`src/rtl/fifo_burst_pkg.sv`:
```
// ----------------------------------------------------------------------------
// fifo_burst_pkg
// Shared types and constants for the FIFO burst reader.
//   state_e     : reader FSM states (IDLE, BURST)
//   BURST_CNT_W : width of the optional completed-burst statistics counter
// ----------------------------------------------------------------------------
package fifo_burst_pkg;

    typedef enum logic {
        IDLE  = 1'b0,
        BURST = 1'b1
    } state_e;

    localparam int BURST_CNT_W = 32;

endpackage

```
`src/rtl/fifo_burst_reader_stream_out_reg.sv`:
```
// ----------------------------------------------------------------------------
// stream_out_reg
// Single-entry valid/ready output register with an explicit load port.
// The producer decides when to load (it must only do so when the register is
// empty or being drained this cycle); this block just holds the payload.
// Ports:
//   clk, reset_n : clock, asynchronous active-low reset
//   load         : capture din and raise valid
//   din  [W]     : payload to capture
//   ready        : downstream ready; drops valid when no new load arrives
//   dout [W]     : registered payload (held while stalled)
//   valid        : registered valid
// ----------------------------------------------------------------------------
module stream_out_reg #(
    parameter int W = 10
) (
    input  logic         clk,
    input  logic         reset_n,
    input  logic         load,
    input  logic [W-1:0] din,
    input  logic         ready,
    output logic [W-1:0] dout,
    output logic         valid
);

    logic [W-1:0] data_q;
    logic         valid_q;

    always_ff @(posedge clk or negedge reset_n) begin
        if (!reset_n) begin
            data_q  <= '0;
            valid_q <= 1'b0;
        end else if (load) begin
            data_q  <= din;
            valid_q <= 1'b1;
        end else if (ready) begin
            // Drained with nothing new behind it: payload is left as-is,
            // only valid falls.
            valid_q <= 1'b0;
        end
    end

    assign dout  = data_q;
    assign valid = valid_q;

endmodule

```
`src/rtl/fifo_burst_reader.sv`:
```
// ----------------------------------------------------------------------------
// fifo_burst_reader
// Read-side burst packetizer behind a show-ahead FIFO. Waits in IDLE until a
// full burst of BURSTLEN words is available (or flush asks for whatever is
// left), then streams exactly that many words out with sop/eop framing.
// Ports:
//   clk, reset_n        : FIFO read clock, asynchronous active-low reset
//   fifo_data/empty/used: show-ahead head word, empty flag, fill level
//   fifo_req            : combinational FIFO read strobe
//   flush               : level request for a short burst (sampled in IDLE)
//   out_data/valid/ready/sop/eop : registered packet stream
//   burst_cnt           : completed-burst counter, only present when the
//                         macro FIFO_BURST_READER_STAT_EN is defined
// ----------------------------------------------------------------------------
module fifo_burst_reader
    import fifo_burst_pkg::*;
#(
    parameter int WIDTH    = 8,
    parameter int DEPTH    = 8,
    parameter int BURSTLEN = 4
) (
    input  logic                         clk,
    input  logic                         reset_n,
    input  logic [WIDTH-1:0]             fifo_data,
    input  logic                         fifo_empty,
    input  logic [$clog2(DEPTH+1)-1:0]   fifo_used,
    output logic                         fifo_req,
    input  logic                         flush,
    output logic [WIDTH-1:0]             out_data,
    output logic                         out_valid,
    input  logic                         out_ready,
    output logic                         out_sop,
`ifdef FIFO_BURST_READER_STAT_EN
    output logic [BURST_CNT_W-1:0]       burst_cnt,
`endif
    output logic                         out_eop
);

    localparam int             UW   = $clog2(DEPTH + 1);
    localparam logic [UW-1:0]  BL_U = UW'(BURSTLEN);

    state_e          state_q, state_d;
    logic [UW-1:0]   rem_q, rem_d;
    logic            first_q, first_d;   // next load is the burst's first word
    logic            load;
    logic            last_word;

    // "<= 1" rather than "== 1" so an inconsistent empty/used pair that loads
    // rem with 0 still terminates the burst instead of wrapping the counter.
    assign last_word = (rem_q <= UW'(1));

    always_ff @(posedge clk or negedge reset_n) begin
        if (!reset_n) begin
            state_q <= IDLE;
            rem_q   <= '0;
            first_q <= 1'b0;
        end else begin
            state_q <= state_d;
            rem_q   <= rem_d;
            first_q <= first_d;
        end
    end

    always_comb begin
        state_d = state_q;
        rem_d   = rem_q;
        first_d = first_q;
        load    = 1'b0;
        case (state_q)
            IDLE: begin
                // Full burst takes priority over a pending flush.
                if (fifo_used >= BL_U) begin
                    state_d = BURST;
                    rem_d   = BL_U;
                    first_d = 1'b1;
                end else if (flush && !fifo_empty) begin
                    state_d = BURST;
                    rem_d   = fifo_used;
                    first_d = 1'b1;
                end
            end
            BURST: begin
                // Read only when the output register is free or draining now;
                // an empty FIFO simply stalls the burst.
                load = !fifo_empty && (!out_valid || out_ready);
                if (load) begin
                    first_d = 1'b0;
                    if (last_word) begin
                        rem_d   = '0;
                        state_d = IDLE;
                    end else begin
                        rem_d = rem_q - UW'(1);
                    end
                end
            end
            default: state_d = IDLE;
        endcase
    end

    assign fifo_req = load;

    stream_out_reg #(
        .W (WIDTH + 2)
    ) u_out_reg (
        .clk     (clk),
        .reset_n (reset_n),
        .load    (load),
        .din     ({fifo_data, first_q, last_word}),
        .ready   (out_ready),
        .dout    ({out_data, out_sop, out_eop}),
        .valid   (out_valid)
    );

`ifdef FIFO_BURST_READER_STAT_EN
    logic [BURST_CNT_W-1:0] burst_cnt_q;

    always_ff @(posedge clk or negedge reset_n) begin
        if (!reset_n) begin
            burst_cnt_q <= '0;
        end else if (out_valid && out_ready && out_eop) begin
            burst_cnt_q <= burst_cnt_q + BURST_CNT_W'(1);
        end
    end

    assign burst_cnt = burst_cnt_q;
`endif

endmodule

```
`config.mk`:
```
export PLATFORM = sky130hd
export DESIGN_NAME = fifo_burst_reader
export DESIGN_NICKNAME = d
export VERILOG_FILES = /design/src/rtl/fifo_burst_pkg.sv /design/src/rtl/fifo_burst_reader_stream_out_reg.sv /design/src/rtl/fifo_burst_reader.sv
export SDC_FILE = /design/constraint.sdc
export NUM_CORES = 1
export LEC_CHECK = 0
export ABC_CLOCK_PERIOD_IN_PS = 1900
export BUFFER_PORTS_ARGS = -buffer_cell sky130_fd_sc_hd__buf_2
export CAP_MARGIN = 20
export CORE_UTILIZATION = 46
export CTS_CLUSTER_DIAMETER = 80
export DETAILED_ROUTE_END_ITERATION = 10
export GPL_TIMING_DRIVEN = 0
export PLACE_DENSITY = 0.75
export SLEW_MARGIN = 20
export SYNTH_ARGS = -nofsm -noshare
export SYNTH_HDL_FRONTEND = slang
export SYNTH_SLANG_ARGS = --single-unit
export TNS_END_PERCENT = 20
```
`constraint.sdc`:
```
create_clock -name clk -period 1.9 [get_ports clk]
set_input_delay 0.095 -clock clk [delete_from_list [all_inputs] [get_ports clk]]
set_output_delay 0.095 -clock clk [all_outputs]
set_load 0.01 [all_outputs]
```
After elaboration in Yosys (flattened, before gate mapping)
Index checks and enable logic that the tools add are counted.
Widths: inputs -> output; s select.
{"block": "word_totals", "regBits": 17, "wordCells": 35}
{"block": "classes", "add_sub_neg": 1, "magnitude_cmp": 2, "n_eq_ne": 2, "mux": 17, "bitwise_logic": 1, "reduce_logical": 7}
{"cell": "$mux 4", "count": 4}
{"cell": "$mux 1", "count": 10}
{"cell": "$pmux 4 s2", "count": 1}
{"cell": "$ge 4x3->1 const B", "count": 1}
{"cell": "$le 4x1->1 const B", "count": 1}
{"cell": "$pmux 1 s2", "count": 2}
{"cell": "$sub 4x1->4 const B", "count": 1}
{"cell": "$ne 3x3->1 const B", "count": 1}
{"cell": "$logic_and 1x1->1", "count": 2}
{"cell": "$logic_not 1->1", "count": 2}
{"cell": "$ne 2x1->1 const B", "count": 1}
{"cell": "$reduce_and 2->1", "count": 1}
{"cell": "$reduce_bool 2->1", "count": 1}
{"cell": "$logic_or 1x1->1", "count": 1}
{"cell": "$not 1->1", "count": 1}

Depth between registers and ports, before layout
Gate-level depths: netlist of run 1.
{"block": "depth", "ltp_word": 5, "ltp_mapped": 6, "ltp_nobuf": 6}

Modules after synthesis
A second synthesis of run 1 with hierarchy kept.
{"block": "unflattened", "hier_cells": 63, "hier_area_um2": 844.6}
{"module": "stream_out_reg", "n_inst": 1, "cells_per_inst": 24, "area_per_inst_um2": 445.4, "seq_area_each_um2": 275.3}
{"module": "fifo_burst_reader", "n_inst": 1, "cells_per_inst": 39, "area_per_inst_um2": 399.1, "seq_area_each_um2": 150.1}

Worst setup path before layout of run 1
Ideal clock, no wire load.
{"block": "synth_path", "path_type": "register to register", "start": "register rem_q[0]", "end": "register rem_q[0]", "setup_time_ns": 0.128, "arrival_time_ns": 1.224, "setup_slack_ns": 0.548, "path_stages_with_launch": 7, "n_path_buf": 0, "path_cell_list": "dfrtp_1 -> inv_1 -> ha_1 -> nor2_1 -> o31ai_1 -> o21ai_0 -> mux2_1"}
{"block": "synth_via", "elab_chain_cells": 4}
{"item": "start, declared", "line_no": "fifo_burst_reader.sv:43", "source": "logic [UW-1:0] rem_q, rem_d;"}
{"item": "start signal, assigned", "line_no": "fifo_burst_reader.sv:59", "source": "rem_q <= rem_d;"}
{"item": "$sub 4x1->4 / $le 4x1->1 (equally long branches)", "line_no": "fifo_burst_reader.sv:92, fifo_burst_reader.sv:50"}
{"item": "$mux 4 *", "line_no": "fifo_burst_reader.sv:88", "source": "if (last_word) begin"}
{"item": "$mux 4 *", "line_no": "fifo_burst_reader.sv:86", "source": "if (load) begin"}
{"item": "$pmux 4 s2 *", "line_no": "fifo_burst_reader.sv:69", "source": "case (state_q)"}
Every way passes the cells marked *; elsewhere a longest branch is shown, timed or not. The select of a mux whose other input is x is not followed.
A chain may end at the register's enable or synchronous reset.

Worst setup path after layout of run 1
{"block": "layout_path", "start": "register rem_q[0]", "end": "register rem_q[1]"}
Same word-level chain as after synthesis.

==> metrics.md, run 1 <==
| Metric | Value |
|---|---|
| Final Max Tran Viols | `0` |
| FF-to-FF End | `rem_q[1]` |
| Initial core utilization | `50.7%` |
| Post-synth EDFFs | `0` |
| Die Wd | `43.2 um` |
| Overall routing resource usage | `16.5%` |
| Logic pwr share | `41.9%` |
| Setup-failing EPs final | `0` |
| Num ports | `29` |
| Worst EP required | `2080 ps` |
| Power per cell area | `1400 nW/um^2` |
| DPL Wire Length | `1060 um` |
| Htree depth | `1` |
| Cell variety after synth | `21` |
| Synth async-reset ratio | `100%` |
| DRC | `0` |
| Final #Nets | `116` |
| First-pass GRT wire length | `2240 um` |
| Status | `finished, final reports clean` |
| Top cell family by delay on the critical path | `flip-flops` |
| CTS tree | `built` |
| Initial antenna violation count | `0` |
| Port Buf Inserts | `28` |
| Crit Path Class | `register to register` |
| Antenna fix cells | `0` |
| Sw frac | `35.4%` |
| Clock share of power | `14.3%` |
| Hold path start | `fifo_data[3]` |
| R2R depth | `6` |
| Share of layout cells above drive strength 1 | `50.0%` |
| Slowest CP cell | `dfrtp_1` |
| Normalized max-slew margin | `68.2%` |
| Seq pwr share | `43.9%` |
| WHS Endpoint | `u_out_reg.dout[5]` |
| Final setup skew | `3.67 ps` |
| Clock root cell | `clkbuf_4` |
| Post-synthesis sequential area ratio | `54.4%` |
| Critical path endpoint category | `register` |
| P&R area growth vs syn | `26.6%` |
| HP Class | `input port to register` |
| Crit path largest cell delay | `430 ps` |
| Largest net degree at the start of global routing | `18` |
| Max-cap violations | `0` |
| Mapped Cells | `62` |
| RSZ-0062 raised after global routing | `no` |
| Pleak | `0.484 nW` |
| Critical Path AT | `1730 ps` |
| Post-route antenna net violation count | `0` |
| Number of buffers created by CTS | `3` |
| First DRT Iteration DRCs | `5` |
| Worst IR Drop VDD | `810 uV` |
| Router iterations before antenna repair | `3` |
| Post-synth net total | `81` |
| Average vias per placed instance | `5.10` |
| CP Launch Type | `register` |
| Setup_tns | `0 ps` |
| CP Cell Sequence | `inv_1 -> ha_1 -> nor2_1 -> o31ai_1 -> o21ai_0 -> mux2_1` |
| Hold Path Depth | `2` |
| Worst Path Buf+Inv | `1` |
| CP max FO | `5` |
| Gr ovfl total | `0` |
| Mapped cell area | `782 sq um` |
| Die ar. | `1870 sq um` |
| Post-synthesis register bit count | `17` |
| Net Switching | `0.489 mW` |
| Avg Cell Area, Syn | `12.6 sq um` |
| Worst setup slack after layout | `358 ps` |
| Hold Vio Cnt, Final | `0` |
| Fmax | `649 MHz` |
| Pre-CTS WS | `376 ps` |
| Least-Margin Pin Slew | `474 ps` |
| Clk_lat worst skew | `290 ps` |
| Clk sinks | `17` |
| Per-cell routed wire length | `11.9 um` |
| Dominant synthesized flop cell | `dfrtp_1` |
| Period utilization | `81.1%` |
| Final std cells w/o fill | `112` |
| Die Height | `43.2 um` |
| Routed vias | `571` |
| Int Pwr | `0.893 mW` |
| RR Startpoint | `rem_q[0]` |
| Gpl congestion | `0.708` |
| Tmin final | `1540 ps` |
| Register-to-register path setup slack | `360 ps` |
| Core box area | `1540 sq um` |
| Row count | `14` |
| Final WL | `1340 um` |
| Vias in the first global route | `521` |
| CTS max path bufs | `2` |
| Dpl cells | `106` |
| Reg clk slew, reported paths | `100 ps` |
| YS warnings | `0` |
==> what timing repair did <==
item / in CTS / in global routing
buffers inserted: 0 / 0
resized for setup: 0 / 0
hold buffers: 2 / 0
hold endpoints to repair: 18 / 0
==> sequential cells by signal, indices dropped and copies added (netlist names) <==
signal	flops
rem_q	4
u_out_reg.dout	10
u_out_reg.valid	1
state_q	1
first_q	1
==> worst max-delay path by stage <==
stage | startpoint | end | slack [ps] | cells after the start
3_5_place_dp | rem_q[0] | rem_q[1] | 380 | 6
5_1_grt | rem_q[0] | rem_q[1] | 220 | 6
3_3_place_gp | rem_q[0] | rem_q[1] | 420 | 6
6_report | rem_q[0] | rem_q[1] | 360 | 6
4_1_cts | rem_q[0] | rem_q[1] | 360 | 6
2_1_floorplan | rem_q[0] | rem_q[0] | 550 | 6
==> cells in the final DEF, fill, tap and decap left out <==
master         netlist  routed
buf_2                0      28
a21o_2               1       1
nand2b_1             1       1
nor3b_1              1       1
clkbuf_4             0       3
dfrtp_1             17      17
o21bai_1             1       1
nand2b_2             1       1
dlygate4sd3_1        0       2
mux2_2              11      11
nor3_1               3       3
inv_1                5       5
mux2_1               3       3
a21oi_4              1       1
xnor2_1              1       1
ha_1                 2       2
nand2_1              3       3
clkinv_2             0       1
o31ai_1              1       1
o21ai_0              3       3
nor2_2               1       1
nor2_1               2       2
a21oi_1              2       2
a22oi_1              1       1
buf_6                1       1
==> cell families (layout without fill, tap and decap cells) <==
| family | after synthesis | after routing | share of synthesized area, % |
|---|---|---|---|
| flops | 17 | 17 | 54.4 |
| mux | 14 | 14 | 20.2 |
| simple gates | 12 | 12 | 8.00 |
| compound gates | 10 | 10 | 9.28 |
| buf+inv | 6 | 40 | 3.84 |
| fa+ha+maj | 2 | 2 | 3.20 |
| xor+xnor | 1 | 1 | 1.12 |
==> power by group through the flow <==
stage / Sequential [mW] / Clock (mW) / Combinational (mW)
after floorplan: 0.647 / 0 / 0.358
after detailed placement: 0.616 / 0 / 0.581
after global placement: 0.608 / 0 / 0.565
after global routing: 0.635 / 0.205 / 0.648
final: 0.606 / 0.197 / 0.579
after CTS: 0.609 / 0.200 / 0.586
==> layout make-up <==
type                    instances  area, sq um
fillers                       123          552
flip-flops and latches         17          425
multi-input cells              39          327
repair buffers                 30          160
clock buffers                   3         22.5
well taps                      16         20.0
inverters                       5         18.8
plain buffers                   1         11.3
clock inverters                 1         5.00
==> layer usage <==
metal / routed length (um) / up-vias / global-route usage (%)
met2: 660 / 17 / 27.8
met3: 53 / 2 / 2.98
met1: 600 / 273 / 20.4
met4: 22 / 0 / 7.27
li1: - / 279 / -
met5: 0 / - / 0
==> cells in the mapped netlist (all sizes together), types with 2 or more instances <==
master	instances	area, sq um
nor2	3	13.8
ha	2	25.0
o21ai	3	15.0
nand2b	2	15.0
nor3	3	15.0
nand2	3	11.3
inv	5	18.8
a21oi	3	26.3
dfrtp	17	425
mux2	14	158
==> worst reg2reg max path, stage by stage (launching register included) <==
cell and delay [ps]:
dfrtp_1 430, inv_1 70, ha_1 190, nor2_1 80, o31ai_1 270, o21ai_0 120
mux2_1 290
==> per-stage QoR <==
| step | hold slack [ps] | cell area [sq um] | utilization, % | total power [mW] |
|---|---|---|---|---|
| floorplan | -201 | 782 | - | 1.00 |
| global placement | 31.6 | 942 | 61.1 | 1.17 |
| detailed placement | 34.2 | 942 | 61.1 | 1.20 |
| CTS | 18.2 | 990 | 64.2 | 1.39 |
| global route | 26.0 | 990 | 64.2 | 1.49 |
| finish | 20.4 | 990 | 64.2 | 1.38 |
Note: power is estimated with default switching activity, not from simulation.
==> run 2, diff against run 1 <==
--- a/config.mk
+++ b/config.mk
@@ -5,14 +5,14 @@
 export SDC_FILE = /design/constraint.sdc
 export NUM_CORES = 1
 export LEC_CHECK = 0
-export ABC_CLOCK_PERIOD_IN_PS = 1900
+export ABC_CLOCK_PERIOD_IN_PS = 1300
 export BUFFER_PORTS_ARGS = -buffer_cell sky130_fd_sc_hd__buf_2
 export CAP_MARGIN = 20
-export CORE_UTILIZATION = 46
+export CORE_UTILIZATION = 42
 export CTS_CLUSTER_DIAMETER = 80
 export DETAILED_ROUTE_END_ITERATION = 10
 export GPL_TIMING_DRIVEN = 0
-export PLACE_DENSITY = 0.75
+export PLACE_DENSITY = 0.72
 export SLEW_MARGIN = 20
 export SYNTH_ARGS = -nofsm -noshare
 export SYNTH_HDL_FRONTEND = slang
==> constraint.sdc (replaced) <==
create_clock -name clk -period 1.3 [get_ports clk]
set_input_delay 0.065 -clock clk [delete_from_list [all_inputs] [get_ports clk]]
set_output_delay 0.065 -clock clk [all_outputs]
set_load 0.01 [all_outputs]
==> run 2 against run 1 <==
Against the previous run:
- clock power increased by 38%
- critical endpoint is now rem_q[2]
- largest power group is now combinational logic
- sequential share of layout area decreased by 7.4 points
- final area increased by 21%
- first-iteration DRC count decreased by 20%
- the flow now finishes with violations (negative setup slack)
==> metrics.md, run 2 (synthesized netlist as in run 1, its figures left out) <==
| Metric | Value |
|---|---|
| Tmin final | `1400 ps` |
| Max-cap violations | `0` |
| CTS tree | `built` |
| CP Launch Type | `register` |
| Initial core utilization | `45.3%` |
| CP max FO | `3` |
| Gr ovfl total | `0` |
| Most used cell, CP | `mux2_4` |
| Largest net degree at the start of global routing | `18` |
| Overall routing resource usage | `18.2%` |
| Row count | `15` |
| Pleak | `0.582 nW` |
| Post-route antenna net violation count | `0` |
| Worst IR Drop VDD | `1140 uV` |
| Design Area, Final | `1200 sq um` |
| Die ar. | `2040 sq um` |
| Hold Slack | `11.3 ps` |
| Die Wd | `45.2 um` |
| Fmax | `716 MHz` |
| Slowest CP cell | `dfrtp_1` |
| CTS max path bufs | `2` |
| Die Height | `45.2 um` |
| CP Cell Sequence | `inv_2 -> ha_4 -> buf_6 -> nand2_2 -> mux2_4 -> a21oi_2 -> mux2_4` |
| Hold Path Depth | `2` |
| Router iterations before antenna repair | `2` |
| Final Util | `69.3%` |
| Gpl congestion | `0.750` |
| Final Max Tran Viols | `0` |
| Clk sinks | `17` |
| Initial antenna violation count | `0` |
| Htree depth | `1` |
| Critical path endpoint category | `register` |
| Most frequent cells in the layout | `buf_2 (28), dfrtp_1 (16), mux2_4 (8)` |
| DPL Wire Length | `1160 um` |
| Share of layout cells above drive strength 1 | `65.4%` |
| Status | `complete, but fails checks` |
| R2R depth | `7` |
| Critical Path AT | `1630 ps` |
| Normalized max-slew margin | `75.1%` |
| Final WL | `1880 um` |
| Most common cell after layout, fill and taps aside | `buf_2` |
| Core box area | `1730 sq um` |
| Number of buffers created by CTS | `3` |
| Violated checks | `negative setup slack` |
| Least-Margin Pin Slew | `374 ps` |
| Hold Vio Cnt, Final | `0` |
| Period utilization | `107%` |
| Setup-failing EPs final | `8` |
| Routed vias | `632` |
| Antenna fix cells | `0` |
| DRC | `0` |
| Num ports | `29` |
| Flip-flop count of the largest register after layout | `10` |
| Crit path largest cell delay | `430 ps` |
| Final setup skew | `8.75 ps` |
| Placed cell areas | `953 sq um` |
| Power per cell area | `2180 nW/um^2` |
| Crit Path Class | `register to register` |
| P&R area growth vs syn | `53.1%` |
| Worst setup slack after layout | `-96.8 ps` |
| RSZ-0062 raised after global routing | `yes` |
| First-pass GRT wire length | `2570 um` |
| Reg clk slew, reported paths | `100 ps` |
| Worst EP required | `1530 ps` |
| Per-cell routed wire length | `14.2 um` |
| Final #Nets | `127` |
| Average vias per placed instance | `4.79` |
| Vias in the first global route | `589` |
| HP Class | `input port to register` |
| Clk_lat worst skew | `280 ps` |
| First DRT Iteration DRCs | `4` |
| Clock root cell | `clkbuf_4` |
| Port Buf Inserts | `28` |
## run 2: changes by cell type in the layout (fill, tap and decap cells not counted), moves of 3 or more
cell / previous run / this run
dlygate4sd3_1: 2 / 5
mux2_2: 11 / 6
buf_4: 0 / 6
mux2_1: 3 / 0
mux2_4: 0 / 8
## run 2: repair_timing
action	in CTS	in global routing
hold buffers	4	1
setup endpoints to repair	13	16
resized for setup	10	18
pin swaps	5	5
endpoints found under the hold margin	20	1
cloned	0	0
setup buffers	6	2
## run 2: final cells by class
cell class	count	area (sq um)
flip-flops and latches	17	427
clock buffers	3	22.5
inverters	5	18.8
multi-input cells	39	424
plain buffers	1	11.3
fillers	147	529
clock inverters	1	5.00
repair buffers	41	258
well taps	25	31.3
## run 2: metrics by stage
stage / std cells / setup TNS [ps] / power, mW / setup slack [ps]
after global placement: 115 / -971 / 1.71 / -148
after floorplan: 62 / -103 / 1.47 / -51.7
final: 132 / -425 / 2.61 / -96.8
after CTS: 129 / -511 / 2.28 / -148
after detailed placement: 115 / -1370 / 1.76 / -215
after global routing: 132 / -1080 / 2.77 / -160
## run 2: worst paths after layout
check,from,end,slack (ps)
max,rem_q[0],rem_q[2],-100
min,fifo_data[5],u_out_reg.dout[7],10
max reg2reg,rem_q[0],rem_q[2],-100
min reg2reg,u_out_reg.dout[1],u_out_reg.dout[1],520
max in group asynchronous,reset_n,state_q,790
min in group asynchronous,reset_n,rem_q[2],210
## run 2: per-layer routing
layer,share of wire [%],wire length (um),global-route usage [%]
met5,0,0,0
met4,1.0,19,9.09
met3,2.8,52,2.80
met2,54,1010,30.4
met1,42,788,22.9
## run 2: critical path, delay by kind of cell, from the launching register on
kind	cells	cell delay, ps
AND/OR/NAND/NOR	1	40
buffers and inverters	2	190
AO/OA/AOI/OAI	1	110
adder cells (fa/ha/maj)	1	150
flip-flops	1	430
multiplexers	2	430
## run 2: power by group
group | switching, mW | internal [mW] | total, mW
Sequential | 0.188 | 0.742 | 0.930
Combinational | 0.593 | 0.811 | 1.40
Clock | 0.158 | 0.114 | 0.272
==> run 3, diff against run 2 <==
--- a/config.mk
+++ b/config.mk
@@ -6,13 +6,13 @@
 export NUM_CORES = 1
 export LEC_CHECK = 0
 export ABC_CLOCK_PERIOD_IN_PS = 1300
-export BUFFER_PORTS_ARGS = -buffer_cell sky130_fd_sc_hd__buf_2
 export CAP_MARGIN = 20
-export CORE_UTILIZATION = 42
+export CORE_UTILIZATION = 50
 export CTS_CLUSTER_DIAMETER = 80
 export DETAILED_ROUTE_END_ITERATION = 10
+export DONT_BUFFER_PORTS = 1
 export GPL_TIMING_DRIVEN = 0
-export PLACE_DENSITY = 0.72
+export PLACE_DENSITY = 0.68
 export SLEW_MARGIN = 20
 export SYNTH_ARGS = -nofsm -noshare
 export SYNTH_HDL_FRONTEND = slang
==> run 3 against run 2 <==
Against the previous run:
- the run still ends with negative setup slack left
- sequential power rose by 11%
- sequential share of layout area rose by 1.9 points
- power fell by 4.8%
- sequential cell count did not move
- die area fell by 15%
- worst hold slack improved by 47 ps
- clock skew fell by 5.9 ps
- critical path type unchanged
- critical endpoint unchanged
- largest power group unchanged
==> metrics.md, run 3 (synthesized netlist as in run 1, its figures left out) <==
| Metric | Value |
|---|---|
| Status | `complete, but fails checks` |
| Violated checks | `negative setup slack` |
| Worst setup slack after layout | `-130 ps` |
| Power per cell area | `2170 nW/um^2` |
| R2R depth | `7` |
| Hold Slack | `57.8 ps` |
| Met3 usage | `8.70%` |
| Pleak | `0.515 nW` |
| Average vias per placed instance | `5.58` |
| Most frequent cells in the layout | `dfrtp_1 (15), dlygate4sd3_1 (14), mux2_4 (11)` |
| Per-cell routed wire length | `16.8 um` |
| Die Height | `41.5 um` |
| Vias in the first global route | `556` |
| Critical path endpoint category | `register` |
| FF-to-FF End | `rem_q[2]` |
| RSZ-0062 raised after global routing | `yes` |
| Period utilization | `110%` |
| Sw frac | `35.4%` |
| Clock share of power | `10.8%` |
| Busiest grt layer | `met2` |
| Max-cap violations | `0` |
| Core box area | `1380 sq um` |
| Worst IR Drop VDD | `1500 uV` |
| CP max FO | `4` |
| Number of buffers created by CTS | `3` |
| WHS Endpoint | `rem_q[0]` |
| Num ports | `29` |
| Crit Path Class | `register to register` |
| Critical Path AT | `1660 ps` |
| Row count | `13` |
| CTS max path bufs | `2` |
| Setup-failing EPs final | `14` |
| Routed vias | `569` |
| Hold Vio Cnt, Final | `0` |
| Normalized max-slew margin | `51.1%` |
| Initial core utilization | `56.6%` |
| Flip-flop count of the largest register after layout | `10` |
| CP Launch Type | `register` |
| Reg clk slew, reported paths | `90 ps` |
| DRC | `0` |
| Final setup skew | `2.89 ps` |
| First DRT Iteration DRCs | `4` |
| Initial antenna violation count | `0` |
| Most common cell after layout, fill and taps aside | `dfrtp_1` |
| First-pass GRT wire length | `2390 um` |
| Port Buf Inserts | `0` |
| Post-route antenna net violation count | `0` |
| Die Wd | `41.5 um` |
| Hold path start | `fifo_used[0]` |
| Final WL | `1710 um` |
| Share of layout cells above drive strength 1 | `44.8%` |
| Least-Margin Pin Slew | `731 ps` |
| P&R area growth vs syn | `45.9%` |
| CTS tree | `built` |
| Fmax | `699 MHz` |
| Logic pwr share | `47.6%` |
| Seq pwr share | `41.7%` |
| Clk_lat worst skew | `280 ps` |
| Clock root cell | `clkbuf_4` |
| Register-to-register path setup slack | `-130 ps` |
| Net Switching | `0.878 mW` |
| Antenna fix cells | `0` |
| RR Startpoint | `rem_q[0]` |
| Tmin final | `1430 ps` |
| Power Total | `2.48 mW` |
| Hold Path Depth | `3` |
| HP Class | `input port to register` |
| Final Max Tran Viols | `0` |
| Final #Nets | `107` |
| Router iterations before antenna repair | `3` |
| DPL Wire Length | `857 um` |
| Global Route met1 Usage | `18.1%` |
| Largest net degree at the start of global routing | `18` |
| Die ar. | `1730 sq um` |
| Gr ovfl total | `0` |
| Met2 usage | `34.4%` |
| Gpl congestion | `0.781` |
| Clk sinks | `17` |
| Worst EP required | `1520 ps` |
| Htree depth | `1` |
| Int Pwr | `1.60 mW` |
| Overall routing resource usage | `18.9%` |
==> run 3: cell types whose count changed in the layout (fill, tap and decap cells not counted), sizes merged <==
cell / delta
buf: -30
clkbuf: +1
clkinv: -1
dlygate4sd3: +9
dlymetal6s4s: +1
==> run 3: layout make-up <==
type / instances / area (sq um)
buffer: 1 / 15.0
clock buffer: 4 / 26.3
fill: 76 / 241
inverter: 5 / 18.8
multi-input combinational: 39 / 433
sequential: 17 / 428
tap: 15 / 18.8
timing repair buffer: 21 / 201
==> run 3: how the worst max path moves through the flow <==
stage,slack [ps],to,cells after the start,start
finish,-130,rem_q[2],7,rem_q[0]
global route,-180,rem_q[2],7,rem_q[0]
CTS,-150,rem_q[1],6,rem_q[0]
detailed placement,-190,rem_q[1],6,rem_q[0]
global placement,-160,rem_q[1],6,rem_q[0]
floorplan,-50,rem_q[0],6,rem_q[0]
==> run 3: timing repair <==
action	CTS	global route
hold endpoints to repair	27	1
buffers inserted	3	3
pin swaps	5	5
hold buffers	13	2
gates cloned	0	0
resized for setup	15	18
setup endpoints to repair	13	14
==> run 3: power by group through the flow <==
stage	logic (mW)	clock network, mW	registers [mW]
after global routing	1.27	0.307	1.06
after CTS	0.885	0.287	0.986
after floorplan	0.523	0	0.945
after global placement	0.585	0	0.976
final	1.18	0.267	1.03
after detailed placement	0.602	0	0.986
==> run 3: routing by layer <==
layer  routed length [um]  up-vias  part of all wire (%)
li1                     -      264                     -
met1                  706      281                    41
met2                  923       22                    54
met3                   70        2                   4.1
met4                   14        0                  0.82
met5                    0        -                     0
==> run 3: worst max-delay path, stage by stage, from the launching register on <==
cell and delay, ps:
dfrtp_2 460, inv_2 80, ha_4 150, buf_6 90
nand2_1 40, mux2_4 280, a21oi_2 120, mux2_4 150
==> run 3: stage by stage <==
stage	cell area [sq um]	setup slack [ps]	std cells	TNS (ps)	util (%)
after floorplan	782	-51.7	62	-103	-
after global placement	801	-163	77	-1200	57.9
after detailed placement	801	-186	77	-1180	57.9
after CTS	1030	-148	97	-930	74.2
after global routing	1140	-185	102	-1360	82.5
final	1140	-130	102	-615	82.5
